<file path="config.mk">
export PLATFORM = sky130hd
export DESIGN_NAME = add_sub_4bit_core
export DESIGN_NICKNAME = d
export VERILOG_FILES = /design/src/rtl/add_sub_4bit_core.sv
export SDC_FILE = /design/constraint.sdc
export NUM_CORES = 1
export LEC_CHECK = 0
export BUFFER_PORTS_ARGS = -buffer_cell sky130_fd_sc_hd__clkbuf_2
export CORE_AREA = 3 3 40 42
export CTS_BUF_LIST = sky130_fd_sc_hd__clkbuf_4 sky130_fd_sc_hd__clkbuf_8 sky130_fd_sc_hd__clkbuf_16
export CTS_CLUSTER_DIAMETER = 100
export DETAILED_ROUTE_END_ITERATION = 6
export DIE_AREA = 0 0 43 45
export PLACE_DENSITY_LB_ADDON = 0.05
export SKIP_CTS_REPAIR_TIMING = 1
export SYNTH_ARGS = -nofsm -noshare
export SYNTH_HDL_FRONTEND = slang
export SYNTH_SLANG_ARGS = --single-unit
</file>
<file path="constraint.sdc">
create_clock -name clk -period 0.8 [get_ports clk]
set_clock_uncertainty 0.2 [all_clocks]
set_input_delay 0.04 -clock clk [delete_from_list [all_inputs] [get_ports clk]]
set_output_delay 0.04 -clock clk [all_outputs]
set_load 0.01 [all_outputs]
</file>
<file path="src/rtl/add_sub_4bit_core.sv">
// 4-bit registered adder/subtractor built from a ripple chain of full adders.
// Subtraction is x + ~y + 1: y is inverted per bit and the select feeds carry-in.
module add_sub_4bit_core (
  input  logic       clk,
  input  logic       rst_n,
  input  logic [3:0] x,
  input  logic [3:0] y,
  input  logic       add_sub_select,
  output logic [3:0] z,
  output logic       carry_out,
  output logic       overflow
);

  logic [3:0] b_eff;
  logic [3:0] sum;
  logic [4:0] carry;

  logic [3:0] z_d, z_q;
  logic       carry_out_d, carry_out_q;
  logic       overflow_d, overflow_q;

  assign carry[0] = add_sub_select;

  for (genvar i = 0; i < 4; i++) begin : g_fa
    assign b_eff[i]   = y[i] ^ add_sub_select;
    assign sum[i]     = x[i] ^ b_eff[i] ^ carry[i];
    assign carry[i+1] = (x[i] & b_eff[i]) | (carry[i] & (x[i] ^ b_eff[i]));
  end

  always_comb begin
    z_d         = sum;
    carry_out_d = carry[4];
    // Signed overflow: carry into the sign bit disagrees with carry out of it.
    overflow_d  = carry[3] ^ carry[4];
  end

  always_ff @(posedge clk or negedge rst_n) begin
    if (!rst_n) begin
      z_q         <= 4'b0000;
      carry_out_q <= 1'b0;
      overflow_q  <= 1'b0;
    end else begin
      z_q         <= z_d;
      carry_out_q <= carry_out_d;
      overflow_q  <= overflow_d;
    end
  end

  assign z         = z_q;
  assign carry_out = carry_out_q;
  assign overflow  = overflow_q;

endmodule

</file>
==> flow_metrics.env <==
export IMPL_drt_pass1_iterations=1
export IMPL_rsz0062_at_grt="yes"
export IMPL_stdcell_count=60
export IMPL_status="finished, violations left"
export IMPL_start_kind="primary input"
export IMPL_power_share_clock_pct=27.6
export IMPL_yosysTopAreaCellShare_pct=53.6
export IMPL_drt_vias_per_instance=3.48
export IMPL_period_share_pct=204
export IMPL_synth_cells=19
export IMPL_cp_max_fo=2
export IMPL_ys_warn_count=0
export IMPL_synth_ff_type="dfrtp_1"
export IMPL_power_density_mw_per_mm2=1920
export IMPL_cp_data_arrival_time_ps=1550
export IMPL_critical_path_top_delay_family="adder cells"
export IMPL_hpwl_um=453
export IMPL_post_drt_wl_per_cell_um=8.37
export IMPL_synth_enable_flop_cells=0
export IMPL_drive_above_1_share_pct=71.1
export IMPL_power_share_sequential_pct=41.1
export IMPL_start_util_pct=21.8
export IMPL_power_internal_uw=694
export IMPL_syn_num_nets=33
export IMPL_num_vias=209
export IMPL_syn_area_per_cell_um2=14.8
export IMPL_finalWirelength_um=502
export IMPL_critPathMostFrequentCell="fa_2"
export IMPL_power_frac_comb_pct=31.2
export IMPL_area_growth_synth_to_final_pct=74.1
export IMPL_max_slew_margin_rel_pct=85.2
export IMPL_num_io_pins=17
export IMPL_gr_total_overflow=0
export IMPL_fp_dieW_um=43
export IMPL_grt_pass1_wl_um=876
export IMPL_syn_area_um2=280
export IMPL_async_reset_ff_share_pct=100
export IMPL_critPathMaxStageDelay_ps=350
export IMPL_rows=13
export IMPL_p_leak_uw=0.000252
export IMPL_violations="negative hold slack, negative setup slack"
export IMPL_synthTopCellsByCount="dfrtp_1, inv_1, fa_1, xor2_1, xnor2_1"
export IMPL_hp_class="primary input to flip-flop"
export IMPL_synth_most_common_cell="dfrtp_1"
export IMPL_design_area_um2=488
export IMPL_hold_ws_ps=-110
export IMPL_nets=61
export IMPL_synth_seq_cells=6
export IMPL_synth_top_area_cell="dfrtp_1"
export IMPL_cts_tree="done"
export IMPL_path_cells="buf_6 > mux2_4 > fa_2 > inv_2 > fa_2 > inv_2 > fa_2 > xnor2_1"
export IMPL_ant_nets=0
export IMPL_core_area_mm2=0.00128
export IMPL_cts_inserted_buffers=3
export IMPL_cp_num_buf_inv=3
export IMPL_vdd_drop_max_mv=0.444
export IMPL_antenna_cells=0
export IMPL_fmax_mhz=614
export IMPL_cp_required_ps=720
export IMPL_dpl_cell_area_um2=420
export IMPL_layout_min_cycle_time_ps=1630
export IMPL_dpl_cell_count=54
export IMPL_grt_pass1_vias=245
export IMPL_finalHoldViolations=11
export IMPL_grt_total_usage_pct=6.49
export IMPL_crit_slowest_cell="fa_2"
export IMPL_port_buffers=16
export IMPL_antenna_found_initial=0
export IMPL_path_class="primary input to flip-flop"
export IMPL_clk_pin_slew_worst_paths_ps=40
export IMPL_crit_path_end_kind="flip-flop"
export IMPL_p_switching_uw=242
export IMPL_drt_initial_drc_count=0
export IMPL_power_uw=936
export IMPL_worst_pin_slew_ps=220
export IMPL_synth_area_top_cells="dfrtp_1, fa_1, xor2_1, xnor2_1, inv_1"
export IMPL_synth_cell_types=6
export IMPL_drc=0
export IMPL_cts_buffer_depth=2
export IMPL_grt_max_degree=7
export IMPL_die_h_um=45
export IMPL_synth_seq_area_share_pct=53.6
export IMPL_setup_slack_ps=-828
export IMPL_drv_cap=0
export IMPL_fin_tns_setup_ps=-3930
export IMPL_htree_levels=1
export IMPL_cts_sink_count=6
export IMPL_root_buffer="clkbuf_4"
export IMPL_setup_violations=11
export IMPL_die_area_mm2=0.00194
export IMPL_routabilityCongestion=0.568
export IMPL_fillers=138
export IMPL_power_share_switching_pct=25.9
export IMPL_drv_slew=0
layer usage:
metal,vias to the layer above,track usage [%],share of wire [%]
met4,0,10.8,0
met3,0,0.797,12
li1,105,-,-
met5,-,0,0
met2,12,8.98,55
met1,92,6.73,33
final timing paths:
path,cells past startpoint,slack [ps],endpoint,startpoint
min in group asynchronous,2,-40,carry_out,rst_n
worst max-delay path,8,-830,overflow,y[0]
max in group asynchronous,2,300,z[2],rst_n
worst min-delay path,3,-110,z[0],x[0]
kinds of logic (layout without fill, tap and decap cells):
group / after synthesis / in the layout / share of synthesized area (%)
buffers and inverters: 4 / 30 / 5.36
adders and majority gates: 3 / 3 / 21.4
DFF: 6 / 6 / 53.6
xor gates and xnor gates: 5 / 5 / 15.6
muxes: 1 / 1 / 4.02
cell type report:
| cell class | count | area (µm²) | area share, % |
|---|---|---|---|
| clock buffers | 3 | 22.5 | 4.62 |
| inverters | 4 | 15.0 | 3.08 |
| repair buffers | 23 | 148 | 30.3 |
| well taps | 15 | 18.8 | 3.85 |
| flip-flops and latches | 6 | 150 | 30.8 |
| multi-input cells | 9 | 134 | 27.4 |
sequential cells by signal, summed over array words and instances (netlist names):
signal / cells
z: 4
carry_out: 1
overflow: 1
placed cells by master, fill, tap and decap left out:
cell,netlist,routed
clkbuf_2,0,13
dfrtp_1,6,6
buf_4,0,6
fa_2,0,3
clkbuf_4,0,3
xor2_1,3,2
inv_2,0,2
inv_1,4,2
xnor2_1,2,2
buf_6,0,2
xor2_2,0,1
mux2_4,0,1
dlygate4sd3_1,0,1
buf_2,0,1
power by group through the flow:
stage | registers (µW) | logic [µW] | clock network, µW
after detailed placement | 391 | 274 | 0
after global placement | 387 | 267 | 0
after floorplan | 428 | 91.6 | 0
after CTS | 386 | 273 | 277
after global routing | 390 | 328 | 281
final | 385 | 292 | 259
stage by stage:
step	setup WS [ps]	utilization (%)
after detailed placement	-1090	32.7
after CTS	-843	34.5
after global placement	-1090	32.7
final	-828	38.0
after global routing	-869	38.0
after floorplan	-944	-
(Power assumes the default switching activity.)
